File: src/rtl/kbd_voice_alloc.sv
// kbd_voice_alloc: PS/2 set-2 byte parser, piano-layout key map and
// NUM_VOICES-slot polyphonic voice allocator with per-voice gate/trigger.
// Optional feature macro: KBD_VOICE_STEAL_EN (steal the oldest voice on overflow).
module kbd_voice_alloc #(
  parameter int NUM_VOICES = 4,
  parameter int NOTE_NONE  = 108
) (
  input  logic                      clk,
  input  logic                      reset,
  input  logic [7:0]                scan_code,
  input  logic                      scan_valid,
  input  logic [2:0]                GLOBAL_octave,
  output logic [7*NUM_VOICES-1:0]   voice_note,
  output logic [NUM_VOICES-1:0]     voice_gate,
  output logic [NUM_VOICES-1:0]     voice_trig,
  output logic                      overflow
);
  localparam int RW = 3;  // rank width, enough for up to 8 voices

  typedef enum logic [1:0] {IDLE, BRK, EXT, EXT_BRK} state_t;

  state_t                           state_q, state_d;
  logic [NUM_VOICES-1:0][6:0]       note_q, note_d;
  logic [NUM_VOICES-1:0][7:0]       key_q, key_d;
  logic [NUM_VOICES-1:0][RW-1:0]    rank_q, rank_d;
  logic [NUM_VOICES-1:0]            gate_q, gate_d;
  logic [NUM_VOICES-1:0]            trig_q, trig_d;
  logic                             ovf_q, ovf_d;

  logic                             ev_make, ev_brk;
  logic                             km_vld;
  logic [8:0]                       km_ent;   // {octave offset (signed 5b), semitone}
  logic signed [4:0]                km_off, eff;
  logic                             in_range;
  logic [6:0]                       new_note;
  logic [NUM_VOICES-1:0]            key_hit;  // gated voices holding this key code
  logic [NUM_VOICES-1:0]            sel;      // one-hot voice receiving a new note
  logic                             found;
  logic [RW-1:0]                    old_rank;

  assign voice_note = note_q;
  assign voice_gate = gate_q;
  assign voice_trig = trig_q;
  assign overflow   = ovf_q;

  // Parser: classify each byte as make, break, prefix or ignored
  always_comb begin
    state_d = state_q;
    ev_make = 1'b0;
    ev_brk  = 1'b0;
    if (scan_valid) begin
      case (state_q)
        IDLE: begin
          if (scan_code == 8'hF0)      state_d = BRK;
          else if (scan_code == 8'hE0) state_d = EXT;
          else                         ev_make = 1'b1;
        end
        BRK: begin
          if (scan_code == 8'hE0) state_d = EXT_BRK;
          else begin
            ev_brk  = 1'b1;
            state_d = IDLE;
          end
        end
        EXT:     state_d = (scan_code == 8'hF0) ? EXT_BRK : IDLE;
        default: state_d = IDLE;
      endcase
    end
  end

  // Key map: scan code -> {octave offset, semitone}
  always_comb begin
    km_vld = 1'b1;
    km_ent = 9'd0;
    case (scan_code)
      8'h15: km_ent = {5'd0, 4'd0};   8'h1E: km_ent = {5'd0, 4'd1};
      8'h1D: km_ent = {5'd0, 4'd2};   8'h26: km_ent = {5'd0, 4'd3};
      8'h24: km_ent = {5'd0, 4'd4};   8'h2D: km_ent = {5'd0, 4'd5};
      8'h2E: km_ent = {5'd0, 4'd6};   8'h2C: km_ent = {5'd0, 4'd7};
      8'h36: km_ent = {5'd0, 4'd8};   8'h35: km_ent = {5'd0, 4'd9};
      8'h3D: km_ent = {5'd0, 4'd10};  8'h3C: km_ent = {5'd0, 4'd11};
      8'h43: km_ent = {5'd1, 4'd0};   8'h46: km_ent = {5'd1, 4'd1};
      8'h44: km_ent = {5'd1, 4'd2};   8'h45: km_ent = {5'd1, 4'd3};
      8'h4D: km_ent = {5'd1, 4'd4};   8'h54: km_ent = {5'd1, 4'd5};
      8'h55: km_ent = {5'd1, 4'd6};   8'h5B: km_ent = {5'd1, 4'd7};
      8'h1A: km_ent = {5'h1F, 4'd0};  8'h1B: km_ent = {5'h1F, 4'd1};
      8'h22: km_ent = {5'h1F, 4'd2};  8'h23: km_ent = {5'h1F, 4'd3};
      8'h21: km_ent = {5'h1F, 4'd4};  8'h2A: km_ent = {5'h1F, 4'd5};
      8'h34: km_ent = {5'h1F, 4'd6};  8'h32: km_ent = {5'h1F, 4'd7};
      8'h33: km_ent = {5'h1F, 4'd8};  8'h31: km_ent = {5'h1F, 4'd9};
      8'h3B: km_ent = {5'h1F, 4'd10}; 8'h3A: km_ent = {5'h1F, 4'd11};
      8'h41: km_ent = {5'h1E, 4'd0};  8'h4B: km_ent = {5'h1E, 4'd1};
      8'h49: km_ent = {5'h1E, 4'd2};  8'h4C: km_ent = {5'h1E, 4'd3};
      8'h4A: km_ent = {5'h1E, 4'd4};
      default: km_vld = 1'b0;
    endcase
  end

  assign km_off   = $signed(km_ent[8:4]);
  assign eff      = $signed({2'b00, GLOBAL_octave}) + km_off;
  assign in_range = (eff >= 5'sd0) && (eff <= 5'sd8);
  assign new_note = 7'(km_ent[3:0]) + 7'(eff[3:0]) * 7'd12;

  // Allocation: break releases by key code, make picks lowest free voice
  always_comb begin
    note_d   = note_q;
    key_d    = key_q;
    rank_d   = rank_q;
    gate_d   = gate_q;
    trig_d   = '0;
    ovf_d    = 1'b0;
    sel      = '0;
    found    = 1'b0;
    old_rank = '0;
    for (int i = 0; i < NUM_VOICES; i++)
      key_hit[i] = gate_q[i] && (key_q[i] == scan_code);

    if (ev_brk) gate_d = gate_q & ~key_hit;

    // a repeat of a held key changes nothing, even after an octave change
    if (ev_make && km_vld && in_range && !(|key_hit)) begin
      for (int i = 0; i < NUM_VOICES; i++)
        if (!gate_q[i] && !found) begin
          sel[i] = 1'b1;
          found  = 1'b1;
        end
      if (!found) begin
        ovf_d = 1'b1;
`ifdef KBD_VOICE_STEAL_EN
        for (int i = 0; i < NUM_VOICES; i++)
          if (rank_q[i] == '0) sel[i] = 1'b1;
`endif
      end
    end

    for (int i = 0; i < NUM_VOICES; i++)
      if (sel[i]) old_rank = old_rank | rank_q[i];

    if (|sel) begin
      for (int i = 0; i < NUM_VOICES; i++) begin
        if (sel[i]) begin
          note_d[i] = new_note;
          key_d[i]  = scan_code;
          gate_d[i] = 1'b1;
          trig_d[i] = 1'b1;
          rank_d[i] = RW'(NUM_VOICES - 1);
        end else if (rank_q[i] > old_rank) begin
          rank_d[i] = rank_q[i] - 1'b1;
        end
      end
    end
  end

  // State registers
  always_ff @(posedge clk or posedge reset) begin
    if (reset) begin
      state_q <= IDLE;
      gate_q  <= '0;
      trig_q  <= '0;
      ovf_q   <= 1'b0;
      for (int i = 0; i < NUM_VOICES; i++) begin
        note_q[i] <= 7'(NOTE_NONE);
        key_q[i]  <= 8'h00;
        rank_q[i] <= RW'(i);
      end
    end else begin
      state_q <= state_d;
      note_q  <= note_d;
      key_q   <= key_d;
      rank_q  <= rank_d;
      gate_q  <= gate_d;
      trig_q  <= trig_d;
      ovf_q   <= ovf_d;
    end
  end
endmodule
File: config.mk
export PLATFORM = sky130hd
export DESIGN_NAME = kbd_voice_alloc
export DESIGN_NICKNAME = d
export VERILOG_FILES = /design/src/rtl/kbd_voice_alloc.sv
export SDC_FILE = /design/constraint.sdc
export NUM_CORES = 1
export LEC_CHECK = 0
export BUFFER_PORTS_ARGS = -buffer_cell sky130_fd_sc_hd__buf_2
export CORE_ASPECT_RATIO = 0.9
export CORE_MARGIN = 5
export CORE_UTILIZATION = 64
export CTS_BUF_LIST = sky130_fd_sc_hd__clkbuf_16
export CTS_CLUSTER_SIZE = 12
export DETAILED_ROUTE_END_ITERATION = 7
export PLACE_DENSITY = 0.84
export SETUP_SLACK_MARGIN = 0.1
export SLEW_MARGIN = 0
export SYNTH_ARGS = -nofsm -noshare
export SYNTH_HDL_FRONTEND = slang
export SYNTH_SLANG_ARGS = --single-unit
export TNS_END_PERCENT = 10
File: constraint.sdc
create_clock -name clk -period 6.3 [get_ports clk]
set_clock_uncertainty 0.05 [all_clocks]
set_input_delay 0 -clock clk [delete_from_list [all_inputs] [get_ports clk]]
set_output_delay 0 -clock clk [all_outputs]
set_load 0.005 [all_outputs]
# After elaboration in Yosys (flattened, before gate mapping)
# Cells that the tools add are included.
# totals
regBits,71
latch_bits,0
ram_bits,0
romBits,0
out_inout_bits,37
n_memories,0
# op_classes
addsub,2
mul,1
div_mod_pow,0
magnitude_cmp,2
n_eq_ne,46
n_shift,0
mux,38
bitwise_logic,2
n_reduce_logical,27
# op_table
op,n
$pmux 9 s36,1
$eq 8x6->1 const B,19
$eq 8x7->1 const B,13
$eq 8x5->1 const B,5
$reduce_or 37->1,1
$eq 8x8->1,4
$mux 1,28
$eq 8x8->1 const B,2
$mux 4,4
$logic_and 1x1->1,11
$reduce_and 2->1,5
$mux 2,4
$reduce_or 4->1,2
$add 4x7->7,1
$logic_not 1->1,7
$pmux 2 s3,1
$add 4x5->5,1
$ge 5x1->1 const B,1
$le 5x5->1 const B,1
$mul 4x2->5 const B,1
$and 4x4->4,1
$not 4->4,1
$ne 3x3->1 const B,1
$eq 2x1->1 const B,1
2 further kinds,2

# Longest topological paths before layout
# logic_depth
ltp_word,23
mapped_depth,20

# Least setup slack after synthesis
# Ideal clock, no wire load.
# synth_path
path_type,input -> register
from,input port scan_code[4]
to,register note_q (netlist bit voice_note[13])
setup_ns,0.060
arrival_time_ns,3.889
required_time_ns,6.190
setup_slack_ns,2.301
cell_stages,17
path_cell_list,buf_2 or4bb_1 a211o_1 a31o_1 nand3_1 a31o_2 ha_1 inv_1 fa_1 inv_1 ha_1 fa_1 nor2b_1 or3b_2 o211ai_1 xor2_1 mux2_2
# synth_between
elab_chain_cells,11
# synth_lines
item,line_no,source
"start, declared",10,"input logic [7:0] scan_code,"
branches (longest 11 deep; another with $add 4x7->7),--,
"end signal, assigned by index",162,note_q[i] <= 7'(NOTE_NONE);
"end signal, assigned",168,note_q <= note_d;
"end, declared",23,"logic [NUM_VOICES-1:0][6:0] note_q, note_d;"
# Parallel ways; which one is timed is not known.
# A chain may end at the register's enable or synchronous reset.

# Worst setup path after layout
# Same ends and word-level chain as after synthesis.

==> summary.txt <==
Synthesis
  • Yosys Warn Count: 0
  • Post-synthesis sequential area ratio: 38.6%
  • Synthesized cell area: 4660 um2
  • Dominant synthesized flop cell: dfrtp_1
  • Syn Nets: 448
  • Distinct cell type count after synthesis: 70
  • Post-synth EDFFs: 0
  • Syn avg cell area: 11.1 um2
  • Seq cells post-synth: 71
  • Ys async rst share: 100%
  • Post-Synthesis Cells: 420

Floorplan
  • CORE AREA: 7080 um2
  • Die W: 99.9 um
  • Initial Util: 65.8%
  • Rows: 29
  • Die area: 9090 um2
  • Die Y: 90.9 um
  • IO Count: 51

Clocking
  • Maximum level of the CTS H-tree: 3
  • Post-CTS setup buffers: 0
  • TritonCTS clock tree: built
  • Max Buffers Root-to-Sink: 2
  • CTS clk-pin slew, worst paths: 60 ps
  • TritonCTS buffer count: 9
  • Clk sinks: 71
  • CTS root buffer: clkbuf_16
  • Clock latency on the worst-skew pair: 330 ps

Pwr
  • Max VDD drop: 0.000179 V
  • Pleak: 2.50 nW
  • Power per cell area: 360 nW/um2

GRT
  • Vias in the first global route: 3488
  • Largest net degree at the start of global routing: 72
  • Initial antenna violation count: 0
  • First-pass GRT wire length: 17.5 mm
  • Total gr overflow: 0
  • Gr usage total: 24.2%

Critical path
  • FF-to-FF setup slack: 3560 ps
  • CP Class: input port to flip-flop
  • Crit path required time: 6530 ps
  • Crit path max fanout: 35
  • CP max-delay cell: or4bb_1
  • Setup crit start kind: input port
  • CP delay by family, top: adder cells
  • Buf/Inv on CP: 3
  • Critical path's largest stage delay: 540 ps
  • Critical Path, Cell by Cell: buf_2 -> or4bb_1 -> a211o_1 -> a31o_1 -> nand3_1 -> a31o_2 -> ha_1 -> inv_1 -> fa_1 -> inv_1 -> ha_1 -> fa_1 -> nor2b_1 -> or3b_2 -> o211ai_1 -> xor2_1 -> mux2_2
  • Worst Setup End Kind: flip-flop
  • Data arrival time of the worst path: 4660 ps

Final layout
  • Area delta synth->final: 10.9%
  • Multi-input logic area: 2580 um2
  • Reg area: 1800 um2
  • Final Cell Area: 5170 um2
  • Nets: 484
  • Antenna Cells: 0
  • Fill cells: 496
  • Layout cell share with drive strength beyond 1: 32.8%

Placement
  • Placement Cell Area: 4850 um2
  • DP Wirelength: 6.94 mm
  • GPL Wtd Cong: 0.901
  • IO buf count: 50

Timing
  • Min Tclk post-route: 4430 ps
  • Final hold violation count: 0
  • Crit share post-route: 70.4%
  • RSZ-0062 raised after global routing: no
  • F_max: 226 MHz
  • Fin. max-slew vios: 0
  • TNS Setup: 0 ps
  • Worst slew pin tran: 869 ps
  • Final setup fails: 0
  • Rel. slew slack: 42.0%

Run status
  • Status: complete, no violations

Worst hold path
  • Hold Crit Class: input port to flip-flop

Drt
  • Residual DRC: 0
  • Initial detailed-routing violation count: 375
  • Via count: 3409
  • Vias/cell: 6.15
  • DRT antenna net count: 0
  • DR WL/cell: 18.7 um
  • Drt total wl: 10.4 mm
  • DR pass1 iterations: 5

Run
  • Max cap viols: 0
## worst reg2reg max path: stages, from the launching register on
cell	delay [ps]
dfrtp_1	390
xor2_1	160
nor4_1	430
nand3_1	130
nor4_1	520
nor3_4	170
nand4b_4	360
mux2_2	390
## stage by stage
step           cells  util, %  worst slack, ps  hold slack (ps)  power [W]
2_1_floorplan    420        -             2300             82.5    0.00117
3_3_place_gp     536     68.6             1700              213    0.00132
3_5_place_dp     536     68.6             1610              217    0.00136
4_1_cts          554     73.0             1940              240    0.00187
5_1_grt          554     73.0             1610              260    0.00197
6_report         554     73.0             1870              247    0.00186
## flip-flops by register name (all words and copies together), names as in the netlist
name	flops
voice_note	28
voice_trig	4
state_q	2
key_q	32
overflow	1
voice_gate	4
## where the power goes
part           leakage (nW)  internal [W]  switching [W]  total, W
clock network         0.145      0.000307       0.000197  0.000504
logic                  1.48      0.000319       0.000259  0.000578
registers             0.879      0.000657       0.000120  0.000777
total                  2.50       0.00128       0.000576   0.00186
## what timing repair did
action                                 in CTS  in global routing
resized for setup                           0                  0
hold buffers                                2                  0
endpoints found under the hold margin      57                  0
## cell families (layout without fill, tap and decap cells)
| logic type | count (synthesis) | count (layout) | synth area share (%) |
|---|---|---|---|
| buffers and inverters | 54 | 95 | 5.99 |
| adder cells (fa/ha/maj) | 15 | 15 | 4.46 |
| XOR/XNOR | 43 | 43 | 8.49 |
| AO/OA/AOI/OAI | 61 | 61 | 9.80 |
| multiplexers | 58 | 58 | 16.1 |
| flip-flops | 71 | 71 | 38.6 |
| AND/OR/NAND/NOR | 118 | 118 | 16.5 |
## cells in the mapped netlist (6+ instances only)
library cell | n | area, um2
a21oi_1 | 10 | 50.1
buf_2 | 13 | 65.1
buf_4 | 8 | 60.1
dfrtp_1 | 55 | 1380
dfstp_2 | 16 | 420
ha_1 | 11 | 138
inv_1 | 26 | 97.6
mux2_2 | 25 | 282
mux2_4 | 28 | 420
nand2_1 | 17 | 63.8
nand2b_1 | 9 | 56.3
nand3_1 | 13 | 65.1
nor2_1 | 15 | 56.3
nor2b_1 | 8 | 50.1
nor3_1 | 6 | 30.0
nor4_1 | 12 | 75.1
o21ai_0 | 12 | 60.1
xnor2_1 | 14 | 123
xor2_1 | 28 | 245
## final timing paths
kind,end,cells past startpoint,start
setup reg to reg,key_q[0]$_DFFE_PP0P_,7,key_q[6]$_DFFE_PP0P_
hold reg to reg,voice_note[24]$_DFFE_PP1P_,2,voice_note[24]$_DFFE_PP1P_
hold / removal,key_q[21]$_DFFE_PP0P_,2,scan_code[5]
min in group asynchronous,key_q[23]$_DFFE_PP0P_,4,reset
max in group asynchronous,key_q[27]$_DFFE_PP0P_,4,reset
setup / recovery,voice_note[13]$_DFFE_PP1P_,17,scan_code[4]
## metal layers
| layer | global-route usage [%] | part of all wire (%) |
|---|---|---|
| met1 | 31.7 | 42 |
| met2 | 39.3 | 49 |
| met3 | 5.52 | 6.3 |
| met4 | 8.65 | 2.2 |
| met5 | 0 | 0 |
## cells in the final DEF, fill, tap and decap left out, types with 5 or more instances in the layout
cell,n
dfrtp_1,55
buf_2,50
xor2_1,28
mux2_4,28
inv_1,26
mux2_2,25
nand2_1,17
dfstp_2,16
nor2_1,15
xnor2_1,14
nand3_1,13
nor4_1,12
o21ai_0,12
ha_1,11
a21oi_1,10
nand2b_1,9
clkbuf_16,9
nor2b_1,8
nor3_1,6
nand4_1,5
mux2i_1,5
## final cells by class
| type | count | area share (%) |
|---|---|---|
| timing repair buffer | 53 | 5.38 |
| multi-input combinational | 295 | 50.0 |
| clock inverter | 7 | 1.38 |
| inverter | 26 | 1.89 |
| sequential | 71 | 34.8 |
| tap | 93 | 2.25 |
| clock buffer | 9 | 4.36 |
(Power assumes the default switching activity.)
